**src/rtl/pc_stack_unit_pkg.sv**
```systemverilog
// ---------------------------------------------------------------------------
// pc_pkg
// Shared types and defaults for the program-counter / return-stack unit.
//   pc_op_e  : the single operation selected for a cycle
//   pc_sel() : fixed-priority encode of the raw control strobes
//              (ret > call > load > branch > inc, otherwise hold)
// ---------------------------------------------------------------------------
package pc_pkg;

    localparam int PC_ADDR_W_DEF      = 8;
    localparam int PC_STACK_DEPTH_DEF = 4;

    typedef enum logic [2:0] {
        PC_HOLD,
        PC_INC,
        PC_BRANCH,
        PC_LOAD,
        PC_CALL,
        PC_RET
    } pc_op_e;

    // Only the highest-priority strobe survives; the others are dropped.
    function automatic pc_op_e pc_sel(
        input logic ret,
        input logic call,
        input logic load,
        input logic branch,
        input logic inc
    );
        pc_op_e op;
        if (ret)         op = PC_RET;
        else if (call)   op = PC_CALL;
        else if (load)   op = PC_LOAD;
        else if (branch) op = PC_BRANCH;
        else if (inc)    op = PC_INC;
        else             op = PC_HOLD;
        return op;
    endfunction

endpackage

```
**src/rtl/pc_stack_unit_if.sv**
```systemverilog
// ---------------------------------------------------------------------------
// pc_stack_unit_if
// Bundle between the control-unit FSM (master) and the PC unit (slave).
//   master drives : en, inc, load, branch, call, ret, target, offset, err_clr
//   slave drives  : pc, depth, stk_full, stk_empty, ovf_err, unf_err
// ---------------------------------------------------------------------------
interface pc_stack_unit_if #(
    parameter int ADDR_W      = 8,
    parameter int STACK_DEPTH = 4
);
    localparam int DEPTH_W = $clog2(STACK_DEPTH + 1);

    logic               en;
    logic               inc;
    logic               load;
    logic               branch;
    logic               call;
    logic               ret;
    logic [ADDR_W-1:0]  target;
    logic [ADDR_W-1:0]  offset;
    logic               err_clr;

    logic [ADDR_W-1:0]  pc;
    logic [DEPTH_W-1:0] depth;
    logic               stk_full;
    logic               stk_empty;
    logic               ovf_err;
    logic               unf_err;

    modport master (
        output en, inc, load, branch, call, ret, target, offset, err_clr,
        input  pc, depth, stk_full, stk_empty, ovf_err, unf_err
    );

    modport slave (
        input  en, inc, load, branch, call, ret, target, offset, err_clr,
        output pc, depth, stk_full, stk_empty, ovf_err, unf_err
    );

endinterface

```
**src/rtl/pc_stack_unit_ret_stack.sv**
```systemverilog
// ---------------------------------------------------------------------------
// pc_ret_stack
// LIFO of return addresses.
//   clk, reset (async, active-low)
//   push_i / wdata_i : write wdata_i on top (ignored when full)
//   pop_i            : discard top entry (ignored when empty)
//   rdata_o          : current top entry (meaningless while empty)
//   depth_o, full_o, empty_o : occupancy, decoded from the registered depth
// Entries are not reset; only the depth counter is.
// ---------------------------------------------------------------------------
module pc_ret_stack
    import pc_pkg::*;
#(
    parameter int ADDR_W      = PC_ADDR_W_DEF,
    parameter int STACK_DEPTH = PC_STACK_DEPTH_DEF
) (
    input  logic                               clk,
    input  logic                               reset,
    input  logic                               push_i,
    input  logic                               pop_i,
    input  logic [ADDR_W-1:0]                  wdata_i,
    output logic [ADDR_W-1:0]                  rdata_o,
    output logic [$clog2(STACK_DEPTH+1)-1:0]   depth_o,
    output logic                               full_o,
    output logic                               empty_o
);

    localparam int DEPTH_W = $clog2(STACK_DEPTH + 1);
    localparam int IDX_W   = (STACK_DEPTH > 1) ? $clog2(STACK_DEPTH) : 1;

    logic [ADDR_W-1:0]      mem_q [STACK_DEPTH];
    logic [DEPTH_W-1:0]     depth_q;
    logic [DEPTH_W-1:0]     depth_d;
    logic [STACK_DEPTH-1:0] wr_sel;
    logic [IDX_W-1:0]       wr_idx;
    logic [IDX_W-1:0]       rd_idx;
    logic                   do_push;
    logic                   do_pop;

    assign full_o  = (depth_q == DEPTH_W'(STACK_DEPTH));
    assign empty_o = (depth_q == '0);
    assign depth_o = depth_q;

    assign do_push = push_i && !full_o;
    assign do_pop  = pop_i && !empty_o;

    // The next free slot is at index depth; only valid while not full.
    assign wr_idx = IDX_W'(depth_q);
    // Clamp while empty so the read index never leaves the array.
    assign rd_idx = empty_o ? '0 : IDX_W'(depth_q - DEPTH_W'(1));

    // One-hot write select per entry.
    generate
        for (genvar gi = 0; gi < STACK_DEPTH; gi++) begin : g_wr_sel
            assign wr_sel[gi] = do_push && (wr_idx == IDX_W'(gi));
        end
    endgenerate

    always_ff @(posedge clk) begin
        for (int i = 0; i < STACK_DEPTH; i++) begin
            if (wr_sel[i]) begin
                mem_q[i] <= wdata_i;
            end
        end
    end

    assign rdata_o = mem_q[rd_idx];

    always_comb begin
        depth_d = depth_q;
        if (do_push) begin
            depth_d = depth_q + DEPTH_W'(1);
        end else if (do_pop) begin
            depth_d = depth_q - DEPTH_W'(1);
        end
    end

    always_ff @(posedge clk or negedge reset) begin
        if (!reset) begin
            depth_q <= '0;
        end else begin
            depth_q <= depth_d;
        end
    end

endmodule

```
**src/rtl/pc_stack_unit.sv**
```systemverilog
// ---------------------------------------------------------------------------
// pc_stack_unit
// Program counter for the fetch path with relative branch and call/return
// through an internal return-address stack.
//   clk    : rising-edge clock
//   reset  : asynchronous, active-low
//   bus    : pc_stack_unit_if.slave
//            strobes en/inc/load/branch/call/ret, target, offset, err_clr in;
//            pc, depth, stk_full, stk_empty, ovf_err, unf_err out
// en low freezes everything, including the sticky error flags.
// ---------------------------------------------------------------------------
module pc_stack_unit
    import pc_pkg::*;
#(
    parameter int                ADDR_W      = PC_ADDR_W_DEF,
    parameter int                STACK_DEPTH = PC_STACK_DEPTH_DEF,
    parameter logic [ADDR_W-1:0] RESET_ADDR  = '0
) (
    input logic            clk,
    input logic            reset,
    pc_stack_unit_if.slave bus
);

    localparam int DEPTH_W = $clog2(STACK_DEPTH + 1);

    pc_op_e             op;
    logic [ADDR_W-1:0]  pc_q;
    logic [ADDR_W-1:0]  pc_d;
    logic [ADDR_W-1:0]  pc_plus1;
    logic [ADDR_W-1:0]  stk_rdata;
    logic [DEPTH_W-1:0] stk_depth;
    logic               stk_full;
    logic               stk_empty;
    logic               stk_push;
    logic               stk_pop;
    logic               ovf_q;
    logic               ovf_d;
    logic               unf_q;
    logic               unf_d;

    // A stalled cycle is simply a hold.
    assign op = bus.en ? pc_sel(bus.ret, bus.call, bus.load, bus.branch, bus.inc)
                       : PC_HOLD;

    // Natural ADDR_W-bit wrap gives the modulo arithmetic.
    assign pc_plus1 = pc_q + ADDR_W'(1);

    assign stk_push = (op == PC_CALL) && !stk_full;
    assign stk_pop  = (op == PC_RET) && !stk_empty;

    pc_ret_stack #(
        .ADDR_W      (ADDR_W),
        .STACK_DEPTH (STACK_DEPTH)
    ) u_stack (
        .clk     (clk),
        .reset   (reset),
        .push_i  (stk_push),
        .pop_i   (stk_pop),
        .wdata_i (pc_plus1),
        .rdata_o (stk_rdata),
        .depth_o (stk_depth),
        .full_o  (stk_full),
        .empty_o (stk_empty)
    );

    // Next PC. Calls on a full stack and returns on an empty stack leave
    // the PC alone; only the matching error flag reacts.
    always_comb begin
        pc_d = pc_q;
        case (op)
            PC_INC:    pc_d = pc_plus1;
            PC_BRANCH: pc_d = pc_q + bus.offset;
            PC_LOAD:   pc_d = bus.target;
            PC_CALL:   if (!stk_full)  pc_d = bus.target;
            PC_RET:    if (!stk_empty) pc_d = stk_rdata;
            default:   pc_d = pc_q;
        endcase
    end

    // Sticky flags: the clear is applied first so that a fresh error in the
    // same cycle overrides it.
    always_comb begin
        ovf_d = ovf_q;
        unf_d = unf_q;
        if (bus.en && bus.err_clr) begin
            ovf_d = 1'b0;
            unf_d = 1'b0;
        end
        if ((op == PC_CALL) && stk_full) begin
            ovf_d = 1'b1;
        end
        if ((op == PC_RET) && stk_empty) begin
            unf_d = 1'b1;
        end
    end

    always_ff @(posedge clk or negedge reset) begin
        if (!reset) begin
            pc_q  <= RESET_ADDR;
            ovf_q <= 1'b0;
            unf_q <= 1'b0;
        end else begin
            pc_q  <= pc_d;
            ovf_q <= ovf_d;
            unf_q <= unf_d;
        end
    end

    assign bus.pc        = pc_q;
    assign bus.depth     = stk_depth;
    assign bus.stk_full  = stk_full;
    assign bus.stk_empty = stk_empty;
    assign bus.ovf_err   = ovf_q;
    assign bus.unf_err   = unf_q;

endmodule

```
**src/flat_wrapper.sv**
```systemverilog
// flat-port wrapper written by rule: the top's interface ports become plain ports
module pc_stack_unit_flat import pc_pkg::*;
#(
    parameter int                ADDR_W      = PC_ADDR_W_DEF,
    parameter int                STACK_DEPTH = PC_STACK_DEPTH_DEF,
    parameter logic [ADDR_W-1:0] RESET_ADDR  = '0
)
  (clk, reset, bus_en, bus_inc, bus_load, bus_branch, bus_call, bus_ret, bus_target, bus_offset, bus_err_clr, bus_pc, bus_depth, bus_stk_full, bus_stk_empty, bus_ovf_err, bus_unf_err);
  pc_stack_unit_if #(.ADDR_W(ADDR_W), .STACK_DEPTH(STACK_DEPTH)) bus_i ();
  input logic clk;
  input logic reset;
  input wire logic [$bits(bus_i.en)-1:0] bus_en;
  input wire logic [$bits(bus_i.inc)-1:0] bus_inc;
  input wire logic [$bits(bus_i.load)-1:0] bus_load;
  input wire logic [$bits(bus_i.branch)-1:0] bus_branch;
  input wire logic [$bits(bus_i.call)-1:0] bus_call;
  input wire logic [$bits(bus_i.ret)-1:0] bus_ret;
  input wire logic [$bits(bus_i.target)-1:0] bus_target;
  input wire logic [$bits(bus_i.offset)-1:0] bus_offset;
  input wire logic [$bits(bus_i.err_clr)-1:0] bus_err_clr;
  output wire logic [$bits(bus_i.pc)-1:0] bus_pc;
  output wire logic [$bits(bus_i.depth)-1:0] bus_depth;
  output wire logic [$bits(bus_i.stk_full)-1:0] bus_stk_full;
  output wire logic [$bits(bus_i.stk_empty)-1:0] bus_stk_empty;
  output wire logic [$bits(bus_i.ovf_err)-1:0] bus_ovf_err;
  output wire logic [$bits(bus_i.unf_err)-1:0] bus_unf_err;
  assign bus_i.en = bus_en;
  assign bus_i.inc = bus_inc;
  assign bus_i.load = bus_load;
  assign bus_i.branch = bus_branch;
  assign bus_i.call = bus_call;
  assign bus_i.ret = bus_ret;
  assign bus_i.target = bus_target;
  assign bus_i.offset = bus_offset;
  assign bus_i.err_clr = bus_err_clr;
  assign bus_pc = bus_i.pc;
  assign bus_depth = bus_i.depth;
  assign bus_stk_full = bus_i.stk_full;
  assign bus_stk_empty = bus_i.stk_empty;
  assign bus_ovf_err = bus_i.ovf_err;
  assign bus_unf_err = bus_i.unf_err;
  pc_stack_unit #(.ADDR_W(ADDR_W), .STACK_DEPTH(STACK_DEPTH), .RESET_ADDR(RESET_ADDR)) u_core (.clk(clk), .reset(reset), .bus(bus_i));
endmodule
```
**config.mk**
```make
export PLATFORM = sky130hd
export DESIGN_NAME = pc_stack_unit_flat
export DESIGN_NICKNAME = d
export VERILOG_FILES = /design/src/rtl/pc_stack_unit_pkg.sv /design/src/rtl/pc_stack_unit_if.sv /design/src/rtl/pc_stack_unit_ret_stack.sv /design/src/rtl/pc_stack_unit.sv /design/src/flat_wrapper.sv
export SDC_FILE = /design/constraint.sdc
export NUM_CORES = 1
export LEC_CHECK = 0
export CORE_MARGIN = 2
export CORE_UTILIZATION = 58
export DETAILED_ROUTE_END_ITERATION = 8
export PLACE_DENSITY_LB_ADDON = 0.12
export SLEW_MARGIN = 10
export SYNTH_ARGS = -nofsm -noshare
export SYNTH_HDL_FRONTEND = slang
export SYNTH_SLANG_ARGS = --single-unit
```
**constraint.sdc**
```tcl
create_clock -name clk -period 5.05 [get_ports clk]
set_input_delay 1.01 -clock clk [delete_from_list [all_inputs] [get_ports clk]]
set_output_delay 1.01 -clock clk [all_outputs]
set_load 0.01 [all_outputs]
```
==> impl_metrics.py <==
metrics = {
    "clocking": {
        "hold_buffers": 0,
        "root_buffer": "clkbuf_8",
        "clkLatencyLatePin_ns": 0.30,
        "clock_tree.buffer_depth": 2,
        "clkTransAtPathRegs_ns": 0.08,
        "cts_setup_buffers": 0,
        "htree_levels": 2,
        "cts_buffers": 5,
        "cts_resized": 0,
        "cts_sinks": 45,
        "cts_tree": "yes",
    },
    "drt": {
        "met2_length_um": 2820,
        "via_count": 1846,
        "wl_met1_um": 2290,
        "post_drt_wl_per_cell_um": 18.1,
        "drt_pre_antenna_iters": 4,
        "drt_iter0_markers": 211,
        "wl_um": 5420,
        "antenna_left": 0,
        "routed.top_layer": "met4",
        "wl_met3_um": 261,
        "drcViolationCount": 0,
        "via_per_inst": 6.15,
    },
    "placement": {
        "port-buffer-count": 39,
        "gp_congestion": 0.939,
        "preCtsSetupSlack_ns": 1.84,
        "place_inst": 292,
        "dp_hpwl_um": 4150,
    },
    "sta": {
        "layout_setup_ws_ns": 2.00,
        "drv_slew": 0,
        "period_minus_slack_ns": 3.05,
        "setup_viol": 0,
        "fin_worst_skew_ns": 0.00719,
        "rsz0062_at_grt": "no",
        "fin_hold_ws_ns": 0.497,
        "max_slew.worst_pin.slew_ns": 0.669,
        "tns_ns": 0,
        "timing.final.crit_share": 0.604,
        "hold_viol": 0,
        "slew-limit-headroom": 0.552,
        "max_freq_ghz": 0.328,
    },
    "grt": {
        "antenna_found_initial": 0,
        "grt_usage": 0.243,
        "overflow": 0,
        "grt_pass1_wl_um": 9180,
        "grt_pass1_vias": 1878,
        "grt_start_max_net_pins": 17,
    },
    "power": {
        "ir_drop_uv": 310,
        "power.density_nw_per_um2": 533,
        "p_leak_nw": 1.12,
        "finalPower_mw": 1.63,
    },
    "synth": {
        "synth_fp_nets": 247,
        "ys.flop_type": "edfxtp_1",
        "synth-simple-area-share": 0.118,
        "syn_area_um2": 2500,
        "yosys.area.top_type": "edfxtp_1",
        "ys_seq_area_frac": 0.513,
        "synth_mux_area_frac": 0.0789,
        "yosysTopAreaCellShare": 0.384,
        "synth_edf_count": 32,
        "synth_top_family_by_area": "compound AO/OA/AOI/OAI gates",
        "ys_types": 48,
        "ys_ff_latch": 45,
        "yosys-top-cells-area": "edfxtp_1, dfrtp_1, ha_1",
        "synthCells": 207,
        "synthXorXnorAreaFrac": 0.0385,
        "syn_area_per_cell_um2": 12.1,
        "synth_compound_gate_area_share": 0.155,
        "synthAdderAreaFrac": 0.0779,
        "async_reset_ff_frac": 0.289,
        "yosys_warnings": 0,
    },
    "cells_and_area": {
        "syn2layout_area_growth_pct": 22.0,
        "nFillCells": 277,
        "final_cell_count_no_fill": 300,
        "seq_area_um2": 1290,
        "multi_input_area_um2": 1170,
        "nNetsFinal": 289,
        "n_antenna_cell": 0,
        "drive_gt1_frac": 0.0800,
    },
    "floorplan": {
        "die_x_um": 69.7,
        "coreArea_um2": 4090,
        "fp-row-count": 23,
        "io_pins": 40,
        "dieArea_um2": 4860,
        "initial_core_util": 0.613,
        "dieHeight_um": 69.7,
    },
    "flow_run": {
        "cap_viol_max_count": 0,
    },
    "critical_path": {
        "cp.arrival_ns": 2.04,
        "cp.required_ns": 4.04,
        "crit_chain": "inv_1, ha_1, ha_1, clkdlybuf4s50_1",
        "crit_fanout": 6,
        "cp-end-kind": "primary output",
        "cp_slowest_cell": "clkdlybuf4s50_1",
        "critPathKind": "reg -> out",
        "path_common_cell": "ha_1",
        "critPathLaunchType": "register",
        "critPathMaxStageDelay_ns": 0.59,
    },
    "hold_path": {
        "hold_path.class": "reg -> reg",
    },
    "status": {
        "status": "finished, final reports clean",
    },
}
==> critical path: cells and delay by family (launching register included) <==
kind	cells	cell delay (ns)
buffers and inverters	2	0.71
DFF	1	0.48
adders and majority gates	2	0.57
==> registers in the layout, indices dropped and copies added (netlist names) <==
name                    count
u_core.bus.unf_err          1
u_core.bus.pc               8
u_core.u_stack.depth_o      3
u_core.u_stack.mem_q       32
u_core.bus.ovf_err          1
==> cell usage in the layout (no fill, tap or decap), types with 6 or more instances in the layout <==
cell type,synthesis,final
clkdlybuf4s50_1,0,39
xnor2_1,6,6
edfxtp_1,32,32
ha_1,14,14
o21ai_0,7,7
dfrtp_1,13,13
nor2_1,13,13
nand3_1,8,8
nand2_1,15,15
a21oi_1,13,13
mux4_2,6,6
==> path summary, 6_finish.rpt <==
check / start / endpoint / slack [ns] / cells past startpoint
setup / recovery: u_core.u_stack.depth_o[0] / bus_stk_empty / 2.00 / 4
hold / removal: u_core.bus.ovf_err / u_core.bus.ovf_err / 0.50 / 2
setup reg to reg: u_core.u_stack.depth_o[0] / u_core.bus.pc[3] / 2.19 / 8
hold reg to reg: u_core.bus.ovf_err / u_core.bus.ovf_err / 0.50 / 2
max in group asynchronous: reset / u_core.bus.pc[7] / 3.51 / 1
min in group asynchronous: reset / u_core.bus.pc[4] / 1.11 / 1
==> cells in the mapped netlist (3+ instances only) <==
cell,n
a211oi_1,3
and2_1,5
o21ai_0,7
nor2_1,13
ha_1,14
and3_1,4
a21oi_1,13
clkbuf_1,3
nor3_1,3
a221oi_1,4
inv_1,5
mux4_2,6
or3_1,5
nand2_1,15
xor2_1,5
xnor2_1,6
dfrtp_1,13
mux2i_1,4
o22ai_1,3
a21o_1,4
edfxtp_1,32
nand3_1,8
==> logic make-up (layout without fill, tap and decap cells) <==
kind of cell / count (synthesis) / count (layout)
xor gates and xnor gates: 11 / 11
DFF: 45 / 45
adders and majority gates: 15 / 15
muxes: 12 / 12
buffers and inverters: 10 / 53
and+or+nand+nor: 59 / 59
AOI/OAI and AO/OA: 55 / 55
==> routing by layer <==
| metal | global-route usage | vias to the layer above |
|---|---|---|
| li1 | - | 895 |
| met1 | 0.315 | 879 |
| met2 | 0.422 | 67 |
| met3 | 0.0465 | 5 |
| met4 | 0.0598 | 0 |
| met5 | 0 | - |
==> per-stage QoR <==
stage | instance area (µm²) | util
5_1_grt | 3060 | 0.748
6_report | 3060 | 0.748
4_1_cts | 3060 | 0.748
3_5_place_dp | 2940 | 0.719
2_1_floorplan | 2500 | -
3_3_place_gp | 2940 | 0.719
==> power breakdown <==
group / internal (mW) / switching (mW) / total [mW]
clock network: 0.151 / 0.125 / 0.275
registers: 0.520 / 0.0892 / 0.609
logic: 0.364 / 0.380 / 0.744
==> area by class of cell <==
class                           count  share of cell area
Sequential cell                    45               0.421
Multi-Input combinational cell    152               0.384
Timing Repair Buffer               40               0.130
Clock buffer                        5              0.0225
Tap cell                           50              0.0205
Clock inverter                      3              0.0160
Inverter                            5             0.00614
No activity file was read; power rests on OpenSTA's default activity.
